### src/rtl/sw_sel_buf_pkg.sv
`default_nettype none
// ============================================================================
// sw_sel_buf_pkg : opcodes, byte-strobe constants and store-kind decode
// Rev 1.0
// ============================================================================
package sw_sel_buf_pkg;

  localparam logic [5:0] OP_SB = 6'h28;
  localparam logic [5:0] OP_SH = 6'h29;
  localparam logic [5:0] OP_SW = 6'h2B;

  localparam logic [3:0] STRB_B0  = 4'b0001;
  localparam logic [3:0] STRB_B1  = 4'b0010;
  localparam logic [3:0] STRB_B2  = 4'b0100;
  localparam logic [3:0] STRB_B3  = 4'b1000;
  localparam logic [3:0] STRB_HLO = 4'b0011;
  localparam logic [3:0] STRB_HHI = 4'b1100;
  localparam logic [3:0] STRB_W   = 4'b1111;

  typedef enum logic [1:0] {
    SK_NONE = 2'd0,
    SK_B    = 2'd1,
    SK_H    = 2'd2,
    SK_W    = 2'd3
  } st_kind_e;

  function automatic st_kind_e store_kind(input logic [5:0] op);
    case (op)
      OP_SB:   return SK_B;
      OP_SH:   return SK_H;
      OP_SW:   return SK_W;
      default: return SK_NONE;
    endcase
  endfunction

endpackage
`default_nettype wire

### src/rtl/sw_sel_buf_store_fifo.sv
`default_nettype none
// ============================================================================
// sw_sel_buf_store_fifo : store-buffer FIFO exposing every entry's word address
// Rev 1.0
// ============================================================================
module sw_sel_buf_store_fifo #(
  parameter int DEPTH = 4,
  parameter int AW    = 32
) (
  input  logic                       clk,
  input  logic                       rst,
  input  logic                       push_i,
  input  logic                       pop_i,
  input  logic [AW-3:0]              waddr_i,
  input  logic [3:0]                 wstrb_i,
  input  logic [31:0]                wdata_i,
  output logic [AW-3:0]              head_addr_o,
  output logic [3:0]                 head_strb_o,
  output logic [31:0]                head_data_o,
  output logic                       full_o,
  output logic                       empty_o,
  output logic [DEPTH-1:0][AW-3:0]   ent_addr_o,
  output logic [DEPTH-1:0]           ent_valid_o
);

  localparam int PW = $clog2(DEPTH);
  localparam int CW = PW + 1;

  logic [AW-3:0] addr_q [DEPTH];
  logic [3:0]    strb_q [DEPTH];
  logic [31:0]   data_q [DEPTH];
  logic [PW-1:0] wr_ptr_q, rd_ptr_q;
  logic [CW-1:0] count_q;

  // Payload storage needs no reset: validity is tracked by count/pointers.
  always_ff @(posedge clk) begin
    if (push_i) begin
      addr_q[wr_ptr_q] <= waddr_i;
      strb_q[wr_ptr_q] <= wstrb_i;
      data_q[wr_ptr_q] <= wdata_i;
    end
  end

  always_ff @(posedge clk or posedge rst) begin
    if (rst) begin
      wr_ptr_q <= '0;
      rd_ptr_q <= '0;
      count_q  <= '0;
    end else begin
      if (push_i) wr_ptr_q <= wr_ptr_q + PW'(1);
      if (pop_i)  rd_ptr_q <= rd_ptr_q + PW'(1);
      case ({push_i, pop_i})
        2'b10:   count_q <= count_q + CW'(1);
        2'b01:   count_q <= count_q - CW'(1);
        default: count_q <= count_q;
      endcase
    end
  end

  assign head_addr_o = addr_q[rd_ptr_q];
  assign head_strb_o = strb_q[rd_ptr_q];
  assign head_data_o = data_q[rd_ptr_q];
  assign full_o      = (count_q == CW'(DEPTH));
  assign empty_o     = (count_q == '0);

  for (genvar i = 0; i < DEPTH; i++) begin : g_ent
    logic [PW-1:0] w_off;
    assign w_off          = PW'(i) - rd_ptr_q;
    assign ent_valid_o[i] = ({1'b0, w_off} < count_q);
    assign ent_addr_o[i]  = addr_q[i];
  end

endmodule
`default_nettype wire

### src/rtl/sw_sel_buf.sv
`default_nettype none
// ============================================================================
// sw_sel_buf : store lane encoder, misalignment check, store buffer and
//              load-after-store hazard detect
// Rev 1.0
// ============================================================================
module sw_sel_buf
  import sw_sel_buf_pkg::*;
#(
  parameter int DEPTH = 4,
  parameter int AW    = 32
) (
  input  logic          clk,
  input  logic          rst,
  input  logic          st_validM,
  input  logic [5:0]    opM,
  input  logic [AW-1:0] aluoutM,
  input  logic [31:0]   writedataM,
  input  logic          ld_validM,
  output logic          stall_stM,
  output logic          adesM,
  output logic          ld_hazardM,
  output logic          sb_empty,
  output logic          mem_req,
  output logic [AW-1:0] mem_addr,
  output logic [3:0]    mem_wstrb,
  output logic [31:0]   mem_wdata,
  input  logic          mem_ack
);

  st_kind_e kind;
  logic        mis;
  logic [3:0]  enc_strb;
  logic [31:0] enc_data;

  always_comb begin
    kind     = store_kind(opM);
    mis      = 1'b0;
    enc_strb = '0;
    enc_data = '0;
    case (kind)
      SK_B: begin
        enc_data = {4{writedataM[7:0]}};
        case (aluoutM[1:0])
          2'd0:    enc_strb = STRB_B0;
          2'd1:    enc_strb = STRB_B1;
          2'd2:    enc_strb = STRB_B2;
          default: enc_strb = STRB_B3;
        endcase
      end
      SK_H: begin
        enc_data = {2{writedataM[15:0]}};
        enc_strb = aluoutM[1] ? STRB_HHI : STRB_HLO;
        mis      = aluoutM[0];
      end
      SK_W: begin
        enc_data = writedataM;
        enc_strb = STRB_W;
        mis      = |aluoutM[1:0];
      end
      default: ;
    endcase
  end

  logic                     full, empty, push, pop;
  logic [AW-3:0]            head_addr;
  logic [3:0]               head_strb;
  logic [31:0]              head_data;
  logic [DEPTH-1:0][AW-3:0] ent_addr;
  logic [DEPTH-1:0]         ent_valid;

  // A full buffer refuses the push even if the head retires this cycle.
  assign push = st_validM & (kind != SK_NONE) & ~mis & ~full;
  assign pop  = mem_req & mem_ack;

  sw_sel_buf_store_fifo #(.DEPTH(DEPTH), .AW(AW)) u_fifo (
    .clk         (clk),
    .rst         (rst),
    .push_i      (push),
    .pop_i       (pop),
    .waddr_i     (aluoutM[AW-1:2]),
    .wstrb_i     (enc_strb),
    .wdata_i     (enc_data),
    .head_addr_o (head_addr),
    .head_strb_o (head_strb),
    .head_data_o (head_data),
    .full_o      (full),
    .empty_o     (empty),
    .ent_addr_o  (ent_addr),
    .ent_valid_o (ent_valid)
  );

  assign adesM     = st_validM & mis;
  assign stall_stM = st_validM & full;
  assign sb_empty  = empty;
  assign mem_req   = ~empty;
  assign mem_addr  = mem_req ? {head_addr, 2'b00} : '0;
  assign mem_wstrb = mem_req ? head_strb : '0;
  assign mem_wdata = mem_req ? head_data : '0;

  logic hit;
  always_comb begin
    hit = 1'b0;
    for (int i = 0; i < DEPTH; i++) begin
      if (ent_valid[i] && (ent_addr[i] == aluoutM[AW-1:2])) hit = 1'b1;
    end
  end
  assign ld_hazardM = ld_validM & hit;

endmodule
`default_nettype wire

### config.mk
export PLATFORM = sky130hd
export DESIGN_NAME = sw_sel_buf
export DESIGN_NICKNAME = d
export VERILOG_FILES = /design/src/rtl/sw_sel_buf_pkg.sv /design/src/rtl/sw_sel_buf_store_fifo.sv /design/src/rtl/sw_sel_buf.sv
export SDC_FILE = /design/constraint.sdc
export NUM_CORES = 1
export LEC_CHECK = 0
export CORE_MARGIN = 4
export CORE_UTILIZATION = 56
export CTS_CLUSTER_DIAMETER = 60
export CTS_CLUSTER_SIZE = 8
export DETAILED_ROUTE_END_ITERATION = 7
export PLACE_DENSITY = 0.79
export SYNTH_ARGS = -nofsm -noshare
export SYNTH_HDL_FRONTEND = slang
export SYNTH_SLANG_ARGS = --single-unit
### constraint.sdc
create_clock -name clk -period 4.1 [get_ports clk]
set_clock_uncertainty 0.15 [all_clocks]
set_input_delay 0.41 -clock clk [delete_from_list [all_inputs] [get_ports clk]]
set_output_delay 0.41 -clock clk [all_outputs]
set_load 0.005 [all_outputs]
Word level (Yosys, flattened, before mapping)
Memory sizes are Yosys's and may differ from the RTL's.
Cells that the tools add are included.
- flip-flop bits (word level): 7
- latch bits: 0
- memory bits (writable): 264
- memory bits (read-only): 0
- word-level logic and storage cells: 68
- memories kept: 3
- memory list (name ; words ; bits a word ; read ports ; clocked after Yosys merged registers in ; wr ports ; line ; source):
    u_fifo.data_q ; 4 ; 32 ; 1 ; 0 ; 1 ; sw_sel_buf_store_fifo.sv:31 ; logic [31:0] data_q [DEPTH];
    u_fifo.addr_q ; 4 ; 30 ; 5 ; 0 ; 1 ; sw_sel_buf_store_fifo.sv:29 ; logic [AW-3:0] addr_q [DEPTH];
    u_fifo.strb_q ; 4 ; 4 ; 1 ; 0 ; 1 ; sw_sel_buf_store_fifo.sv:30 ; logic [3:0] strb_q [DEPTH];
- add/subtract/negate cells: 8
- multiply operators: 0
- div/mod/pow operators: 0
- order comparisons: 4
- equal/unequal tests: 15
- shift operators: 0
- muxes and demuxes: 16
- bitwise gates (word level): 10
- reduce and logical (&&, ||, !) cells: 9
- operators with widths (cell ; count):
    $eq 30x30->1 ; 4
    $pmux 32 s3 ; 1
    $mux 32 ; 2
    $pmux 4 s3 ; 2
    $eq 6x6->1 const B ; 3
    $lt 2x3->1 ; 4
    $eq 2x2->1 const B ; 4
    $mux 4 ; 2
    $and 1x1->1 ; 7
    $eq 2x1->1 const B ; 3
    $mux 1 ; 6
    $pmux 2 s3 ; 1
    $pmux 3 s2 ; 1
    $add 2x1->2 const B ; 2
    $logic_and 1x1->1 ; 4
    $reduce_bool 2->1 ; 2
    $sub 1x2->2 const A ; 2
    $sub 2x2->2 const A ; 2
    $add 3x1->3 const B ; 1
    $eq 3x3->1 const B ; 1
    $logic_not 3->1 ; 1
    $not 1->1 ; 3
    $sub 3x1->3 const B ; 1
    $logic_not 2->1 ; 1
    other kinds (2) ; 2

Longest topological paths before layout
Gate-level depths: netlist (run 1).
- depth after elaboration: 9
- gate-level depth with buffers: 12
- depth with buffers taken out: 11

By module
From an unflattened synthesis (run 1), not the netlist that was laid out.
- cell total of the unflattened synthesis: 757
- area total of the unflattened synthesis: 12552.0 sq um
- by module, submodules not included (module ; instances ; cells each ; area an instance (sq um) ; seq. area each (sq um)):
    sw_sel_buf_store_fifo ; 1 ; 400 ; 10124.7 ; 8102.8
    sw_sel_buf ; 1 ; 357 ; 2427.3 ; 0.0

Worst setup path before layout (run 1)
No wires, ideal clock.
- kind: input -> register
- start: in opM[2]
- end: mem u_fifo.addr_q[0][0] (netlist name), enable pin
- library setup time: 0.431 ns
- data arrival time: 2.677 ns
- required time: 3.519 ns
- path slack: 0.842 ns
- stages on the path: 4
- path buffers: 1
- path through: nor4bb_1 and3_1 buf_2 and2_1
- cells in the longest elaborated chain, start to end: 9
- elaborated cells on any way between the ends: 14
- classes of those cells: eq/ne (5); mux (4); bitwise (4); reduce/logical (1)
- ends and longest elaborated chain (what ; line ; source):
    from (decl) ; sw_sel_buf.sv:16 ; input logic [5:0] opM,
    $eq 6x6->1 ; sw_sel_buf_pkg.sv:28 ; case (op)
    $pmux 2 s3 * ; sw_sel_buf_pkg.sv:28 ;
    $eq 2x2->1 ; sw_sel_buf.sv:41 ; case (kind)
    $pmux 1 s2 ; sw_sel_buf.sv:41 ;
    $not 1->1 ; sw_sel_buf.sv:73 ; assign push = st_validM & (kind != SK_NONE) & ~mis & ~full;
    $and 1x1->1 * (2 in a row) ; sw_sel_buf.sv:73 ;
    $mux 1 * ; sw_sel_buf_store_fifo.sv:37 ; if (push_i) begin
    $mux 1 (not written as such) * ; sw_sel_buf_store_fifo.sv:38 ; addr_q[wr_ptr_q] <= waddr_i;
    to (decl) ; sw_sel_buf_store_fifo.sv:29 ;
Every way passes the cells marked *; elsewhere a longest branch is shown, timed or not.

Worst setup path after layout (run 1)
- start: in aluoutM[10]
- end: out ld_hazardM
- cells in the longest elaborated chain, start to end: 7
- elaborated cells on any way between the ends: 13
- classes of those cells: eq/ne (4); mux (4); bitwise (1); reduce/logical (4)
- ends and longest elaborated chain (what ; line ; source):
    from (decl) ; sw_sel_buf.sv:17 ; input logic [AW-1:0] aluoutM,
    $eq 30x30->1 ; sw_sel_buf.sv:105 ; if (ent_valid[i] && (ent_addr[i] == aluoutM[AW-1:2])) hit = 1'b1;
    $logic_and 1x1->1 ; sw_sel_buf.sv:105 ;
    $mux 1 (3 in a row) ; sw_sel_buf.sv:105 ;
    $mux 1 * ; sw_sel_buf.sv:105 ;
    $and 1x1->1 * ; sw_sel_buf.sv:108 ; assign ld_hazardM = ld_validM & hit;
    to (decl) ; sw_sel_buf.sv:22 ; output logic ld_hazardM,
Marked as above.

==> results of run 1 <==
## power by group
| part | total [mW] | internal [mW] | switching, mW | leakage, nW |
|---|---|---|---|---|
| Sequential | 3.21 | 3.09 | 0.123 | 2.51 |
| Combinational | 2.81 | 1.65 | 1.16 | 2.19 |
| Clock | 2.90 | 1.82 | 1.08 | 0.531 |
| Total | 8.92 | 6.56 | 2.36 | 5.22 |
## worst max-delay path, cell delays in order
cell	delay (ns)
clkdlybuf4s50_1	0.58
xor2_1	0.22
nor4_1	0.69
nand4_1	0.20
a2111oi_0	0.37
or4_1	0.20
clkdlybuf4s50_1	0.51
## area by class of cell
| type | count | area (µm²) |
|---|---|---|
| Clock buffer | 63 | 1110 |
| Fill cell | 1401 | 6390 |
| Inverter | 14 | 52.6 |
| Multi-Input combinational cell | 435 | 4070 |
| Sequential cell | 271 | 8110 |
| Tap cell | 280 | 350 |
| Timing Repair Buffer | 161 | 1670 |
## Yosys cell counts (9+ instances only)
cell type / n
nor4_1: 18
inv_1: 9
a21oi_1: 32
edfxtp_1: 264
nor2_1: 26
and2_1: 12
buf_2: 13
mux4_2: 66
ha_1: 9
nor2b_1: 67
xor2_1: 115
nand2_1: 29
xnor2_1: 12
clkbuf_1: 14
## logic make-up (layout without fill, tap and decap cells)
logic type | after synthesis | count (layout) | synth area share
fa+ha+maj | 10 | 10 | 0.0107
xor+xnor | 127 | 127 | 0.0899
simple gates | 180 | 180 | 0.0830
buf+inv | 47 | 238 | 0.0171
other cells | 1 | 2 | 0.000303
compound gates | 48 | 48 | 0.0227
mux | 68 | 68 | 0.122
flops | 271 | 271 | 0.655
## flip-flops by register name, indices dropped and copies added, names as in the netlist
signal,cells
u_fifo.data_q,128
u_fifo.addr_q,120
u_fifo.rd_ptr_q,2
u_fifo.strb_q,16
u_fifo.wr_ptr_q,2
u_fifo.count_q,3
## metrics by stage
stage | setup slack [ns] | std cells
2_1_floorplan | 0.842 | 753
3_3_place_gp | 0.531 | 1161
3_5_place_dp | 0.462 | 1161
4_1_cts | 0.404 | 1224
5_1_grt | 0.294 | 1224
6_report | 0.351 | 1224
## how the worst min path moves through the flow
stage | slack [ns] | end | startpoint | depth (start not counted)
floorplan | 0.06 | u_fifo.count_q[0] | rst | 1
global placement | 0.36 | u_fifo.count_q[0] | u_fifo.count_q[0] | 1
detailed placement | 0.37 | u_fifo.count_q[0] | u_fifo.count_q[0] | 1
CTS | 0.01 | u_fifo.count_q[0] | rst | 2
global route | 0.03 | u_fifo.count_q[0] | rst | 2
finish | 0.02 | u_fifo.count_q[0] | rst | 2
## per-layer routing
metal,wire length (µm),vias up,track usage,share of wire
met5,0,-,0,0
met4,886,0,0.0789,0.029
met3,2490,59,0.0559,0.083
met2,15200,394,0.420,0.51
met1,11500,3675,0.324,0.38
li1,-,3203,-,-
## layout by cell type, fill, tap and decap left out, drive strengths merged, types with 7 or more instances in the layout
cell           Yosys  routed
edfxtp           264     264
clkdlybuf4s50      0     145
xor2             115     115
nor2b             67      67
mux4              66      66
clkbuf            14      63
a21oi             32      32
nand2             29      29
nor2              26      26
nor4              24      24
buf               19      16
inv               14      14
xnor2             12      12
and2              12      12
ha                 9       9
nand4              8       8
a22oi              7       7
dfrtp              7       7
==> flow_summary.ini, run 1 <==
[outcome]
status = finished, final reports clean

[clocking]
cts_resized = 0
cts-buffers-inserted = 39
postCtsSetupBuffers = 0
clk_path_buf_depth = 3
htreeDepth = 2
root_buffer = clkbuf_16
insertion_delay_ns = 0.50
path_clk_slew_ns = 0.05
cts_tree = yes
clock_sinks = 271
cts-hold-fix-buffers = 0

[setup_path]
rrSetupSlack_ns = 1.38
startpoint_type = input pin
r2r_cells = 8
cp_max_fo = 8
worstSetupStartpoint = aluoutM[10]
cp.arrival_ns = 3.19
end_kind = output pin
rr_startpoint = u_fifo.count_q[0]
r2r-end = u_fifo.count_q[1]
crit_end = ld_hazardM
path_class = in2out
required_ns = 3.54

[finish]
stdcell_area_um2 = 15400
diodes = 0
utilization = 0.706
drive_gt1_frac = 0.148
nNetsFinal = 1007
area_growth_pct = 24.1

[floorplanning]
die_h_um = 157
pin_count = 148
fp.dieArea_um2 = 24500
num_rows = 54
die_w_um = 157
core_um2 = 21800
initial_core_util = 0.569

[sta]
finalHoldViolations = 0
tns_ns = 0
period_share = 0.914
tightest_slew_ns = 0.882
max-slew-margin-rel = 0.410
rsz0062_at_grt = false
fmax_ghz = 0.267
drv_slew = 0
finalSetupViolations = 0
layout_min_cycle_time_ns = 3.75
hold_ws_ns = 0.0242

[route]
drcViolationCount = 0
avgRoutedWirePerCell_um = 24.6
vias = 7331
routed_wl_um = 30100
avgViaCountPerCell = 5.99
drt-initial-drc-count = 630
first_pass_iters = 5
ant_nets = 0

[global_route]
grt_start_max_net_pins = 56
track_usage = 0.248
gr-total-overflow = 0
antenna_found_initial = 0
grt_pass1_vias = 7798
grt_first_pass_wirelength_um = 45700

[power]
power_density_nw_per_um2 = 580
ir_drop_mv = 0.421
leakagePower_nw = 5.22
totalPowerFinal_mw = 8.92

[placement]
port_buffers = 145
dpl.hpwl_um = 20400
dpl_cell_area_um2 = 14300
finalWeightedCongestion = 0.972

[synth]
syn_avg_cell_area_um2 = 16.5
synthTopCellsByArea = edfxtp_1, mux4_2, xor2_1, nor2b_1, dfrtp_1
synth_area_leader_cell = edfxtp_1
ys_async_sr_fraction = 0.0258
synthCells = 752
ys_ff_latch = 271
ys.flop_type = edfxtp_1
seq_area_frac_synth = 0.655
syn_area_um2 = 12400
synth_edf_count = 264
yosysWarnings = 0
ys_types = 38
synth_top_area_frac = 0.640

[job]
cap_violations = 0

[hold_path]
hold_class = in2async
(Power assumes the default switching activity.)
==> run 2: changes to the inputs <==
- GPL_ROUTABILITY_DRIVEN: default -> 0
==> flow_summary.ini, run 2 (same netlist as run 1, synthesis figures left out) <==
[power]
p_switching_mw = 2.37
power_density_nw_per_um2 = 583
intPower_mw = 6.56
leakagePower_nw = 5.21
clkPwrFrac = 0.326
seq_power_share = 0.356
switching_share = 0.265
combPwrFrac = 0.319
ir_drop_mv = 0.471

[sta]
max-slew-margin-rel = 0.332
drv_slew = 0
finalHoldViolations = 0
finalSetupViolations = 0
rsz0062_at_grt = false
layout_min_cycle_time_ns = 3.77
fmax_ghz = 0.265
period_share = 0.920
tightest_slew_ns = 1.00
tns_ns = 0

[setup_path]
cp.arrival_ns = 3.21
startpoint_type = input pin
crit_chain = clkdlybuf4s50_1, xor2_1, nor4_1, nand3_1, a2111oi_0, or4_1, clkdlybuf4s50_1
worst_path_largest_cell_delay_ns = 0.60
crit_path_frequent_cell = clkdlybuf4s50_1
end_kind = output pin
required_ns = 3.54
cp_max_fo = 8
path_class = in2out
critPathSlowestCell = clkdlybuf4s50_1

[placement]
port_buffers = 145
dpl_cell_area_um2 = 14200
dpl.hpwl_um = 19700

[route]
routed_wl_um = 29500
avgViaCountPerCell = 5.97
avgRoutedWirePerCell_um = 24.0
ant_nets = 0
vias = 7340
first_pass_iters = 5
drcViolationCount = 0
drt-initial-drc-count = 634

[clocking]
path_clk_slew_ns = 0.05
clk_path_buf_depth = 3
htreeDepth = 2
postCtsSetupBuffers = 0
root_buffer = clkbuf_16
insertion_delay_ns = 0.50
cts_resized = 0
cts_tree = yes
clock_sinks = 271
cts-buffers-inserted = 39

[outcome]
status = finished, final reports clean

[finish]
regMostFlops = u_fifo.data_q
drive_gt1_frac = 0.146
nNetsFinal = 1006
largest_registers = u_fifo.data_q: 128 flops, u_fifo.addr_q: 120 flops, u_fifo.strb_q: 16 flops
largest_reg_flops = 128
stdcell_area_um2 = 15300
diodes = 0
final_common_cell = edfxtp_1
area_growth_pct = 23.7
final_cell_mix = edfxtp_1, clkdlybuf4s50_1, xor2_1, nor2b_1, mux4_2

[floorplanning]
core_um2 = 21800
die_h_um = 157
die_w_um = 157
fp.dieArea_um2 = 24500
pin_count = 148
initial_core_util = 0.569
num_rows = 54

[global_route]
grt_pass1_vias = 7663
grt_first_pass_wirelength_um = 45300
grt_start_max_net_pins = 64
antenna_found_initial = 0
track_usage = 0.244
gr-total-overflow = 0

[hold_path]
hold_class = reg2reg

[job]
cap_violations = 0
-- run 2: metal layers --
metal / vias to the layer above / part of all wire / GRT usage
met4: 0 / 0.026 / 0.0690
met1: 3650 / 0.37 / 0.317
met2: 427 / 0.52 / 0.425
li1: 3208 / - / -
met3: 55 / 0.088 / 0.0459
met5: - / 0 / 0
-- run 2: power by group through the flow --
stage                     clock, mW  sequential [mW]  combinational (mW)
after floorplan                   0             3.16                1.56
after global placement            0             3.22                2.83
after detailed placement          0             3.22                2.86
after CTS                      2.95             3.17                2.89
after global routing           3.10             3.18                3.06
final                          2.91             3.17                2.84
-- run 2: worst max-delay path: cells and delay by family --
kind,cells,cell delay [ns]
AO/OA/AOI/OAI,1,0.51
AND/OR/NAND/NOR,3,0.96
buffers and inverters,2,1.10
XOR/XNOR,1,0.23
-- run 2: path summary, 6_finish.rpt --
check                                       start                 end  slack [ns]  cells after the start
worst max-delay path                  aluoutM[20]          ld_hazardM        0.33                      7
worst min-delay path            u_fifo.count_q[0]   u_fifo.count_q[0]        0.40                      1
worst max register to register  u_fifo.count_q[0]   u_fifo.count_q[1]        1.53                      8
worst min register to register  u_fifo.count_q[0]   u_fifo.count_q[0]        0.40                      1
max in group asynchronous                     rst  u_fifo.rd_ptr_q[0]        2.94                      3
min in group asynchronous                     rst  u_fifo.wr_ptr_q[0]        0.59                      3
-- run 2: area by class of cell --
cell class	count	area [µm²]
repair buffers	160	1590
clock buffers	68	1110
multi-input cells	435	4070
flip-flops and latches	271	8110
inverters	14	52.6
clock inverters	2	25.0
well taps	280	350
fillers	1414	6450
-- run 2: what timing repair did --
item / CTS / global route
hold buffers: 1 / 0
setup endpoints to repair: 0 / 0
endpoints found under the hold margin: 7 / 0
-- run 2: metrics by stage --
| stage | hold slack, ns | util | cells | power (mW) | setup slack, ns |
|---|---|---|---|---|---|
| after global routing | 0.408 | 0.704 | 1230 | 9.34 | 0.278 |
| after floorplan | 0.0634 | - | 753 | 4.72 | 0.842 |
| after global placement | 0.359 | 0.651 | 1159 | 6.05 | 0.552 |
| after CTS | 0.386 | 0.704 | 1230 | 9.02 | 0.353 |
| after detailed placement | 0.383 | 0.651 | 1159 | 6.08 | 0.460 |
| final | 0.400 | 0.704 | 1230 | 8.92 | 0.329 |
==> run 3: changes to the inputs <==
- HOLD_SLACK_MARGIN: default -> 0.1
- REMOVE_ABC_BUFFERS: default -> 1
- SKIP_CTS_REPAIR_TIMING: default -> 1
==> flow_summary.ini, run 3 (same netlist as run 1, synthesis figures left out) <==
[outcome]
status = finished, final reports clean

[setup_path]
startpoint_type = input pin
path_class = in2out
end_kind = output pin
required_ns = 3.54
critPathSlowestCell = clkdlybuf4s50_1
cp_max_fo = 8
crit_path_frequent_cell = clkdlybuf4s50_1
worst_path_largest_cell_delay_ns = 0.67
crit_chain = clkdlybuf4s50_1, xor2_1, nor4_1, nand4_1, a2111oi_0, or4_1, clkdlybuf4s50_1
r2r_cells = 8
rrSetupSlack_ns = 1.45
cp.arrival_ns = 3.10

[sta]
period_share = 0.894
layout_setup_ws_ns = 0.436
tightest_slew_ns = 0.674
max-slew-margin-rel = 0.550
finalHoldViolations = 0
fmax_ghz = 0.273
layout_min_cycle_time_ns = 3.66
rsz0062_at_grt = false
hold_ws_ns = 0.403
drv_slew = 0
finalSetupViolations = 0

[global_route]
track_usage = 0.240
antenna_found_initial = 0
grt_start_max_net_pins = 71
gr-total-overflow = 0
grt_pass1_vias = 7671
grt_first_pass_wirelength_um = 44400

[floorplanning]
pin_count = 148
core_um2 = 21800
initial_core_util = 0.569
num_rows = 54
die_h_um = 157
die_w_um = 157
fp.dieArea_um2 = 24500

[power]
clkPwrFrac = 0.318
seq_power_share = 0.360
power_density_nw_per_um2 = 577
totalPowerFinal_mw = 8.80
ir_drop_mv = 0.348
combPwrFrac = 0.322
switching_share = 0.266
intPower_mw = 6.46
leakagePower_nw = 5.20
p_switching_mw = 2.34

[finish]
regMostFlops = u_fifo.data_q
final_cell_mix = edfxtp_1, clkdlybuf4s50_1, xor2_1, nor2b_1, mux4_2
nNetsFinal = 1009
final_common_cell = edfxtp_1
drive_gt1_frac = 0.151
diodes = 0
area_growth_pct = 23.1
largest_reg_flops = 128
stdcell_area_um2 = 15200
utilization = 0.701
largest_registers = u_fifo.data_q: 128 flops, u_fifo.addr_q: 120 flops, u_fifo.strb_q: 16 flops

[clocking]
cts_tree = yes
insertion_delay_ns = 0.50
htreeDepth = 2
clk_path_buf_depth = 3
clock_sinks = 271
cts-buffers-inserted = 39
root_buffer = clkbuf_16
path_clk_slew_ns = 0.05

[route]
avgRoutedWirePerCell_um = 24.0
vias = 7282
first_pass_iters = 4
ant_nets = 0
avgViaCountPerCell = 5.97
drt-initial-drc-count = 532
drcViolationCount = 0
routed_wl_um = 29200

[placement]
post-place-ws_ns = 0.485
port_buffers = 145
dpl.hpwl_um = 19100
dpl_cell_area_um2 = 14200

[job]
cap_violations = 0

[hold_path]
hold_class = reg2reg
whs_path_depth = 1
-- run 3: cell types whose count changed in the layout (fill, tap and decap cells not counted), sizes merged --
cell	delta
buf	+3
clkbuf	-15
clkinv	-1
inv	+2
-- run 3: metal layers --
layer  up-vias  GRT usage  routed length (µm)
li1       3199          -                   -
met3        59     0.0492                2470
met2       384      0.412               15000
met5         -          0                   0
met1      3640      0.308               10900
met4         0     0.0785                 894
-- run 3: final timing paths --
kind                                      end         startpoint
setup / recovery                   ld_hazardM        aluoutM[19]
max in group asynchronous  u_fifo.rd_ptr_q[1]                rst
setup reg to reg            u_fifo.count_q[1]  u_fifo.count_q[0]
hold reg to reg             u_fifo.count_q[0]  u_fifo.count_q[0]
min in group asynchronous  u_fifo.wr_ptr_q[0]                rst
hold / removal              u_fifo.count_q[0]  u_fifo.count_q[0]
-- run 3: area by class of cell --
type	count	area, µm²
Sequential cell	271	8110
Clock buffer	53	1030
Multi-Input combinational cell	435	4070
Timing Repair Buffer	163	1600
Inverter	14	52.6
Tap cell	280	350
Clock inverter	3	26.3
Fill cell	1390	6520
-- run 3: worst max-delay path, delay by kind of cell --
family / cells / cell delay (ns)
buffers and inverters: 2 / 1.18
and+or+nand+nor: 3 / 0.94
AOI/OAI and AO/OA: 1 / 0.40
xor gates and xnor gates: 1 / 0.17
-- run 3: through the flow --
step | cells | TNS [ns]
2_1_floorplan | 720 | -0.348
3_5_place_dp | 1162 | 0
4_1_cts | 1218 | 0
5_1_grt | 1219 | 0
3_3_place_gp | 1162 | 0
6_report | 1219 | 0
-- run 3: power groups by stage --
stage               logic, mW  clock network, mW  registers [mW]
floorplan                1.33                  0            3.40
global placement         2.83                  0            3.21
detailed placement       2.86                  0            3.21
CTS                      2.89               2.85            3.16
global route             3.07               2.98            3.17
finish                   2.83               2.80            3.17
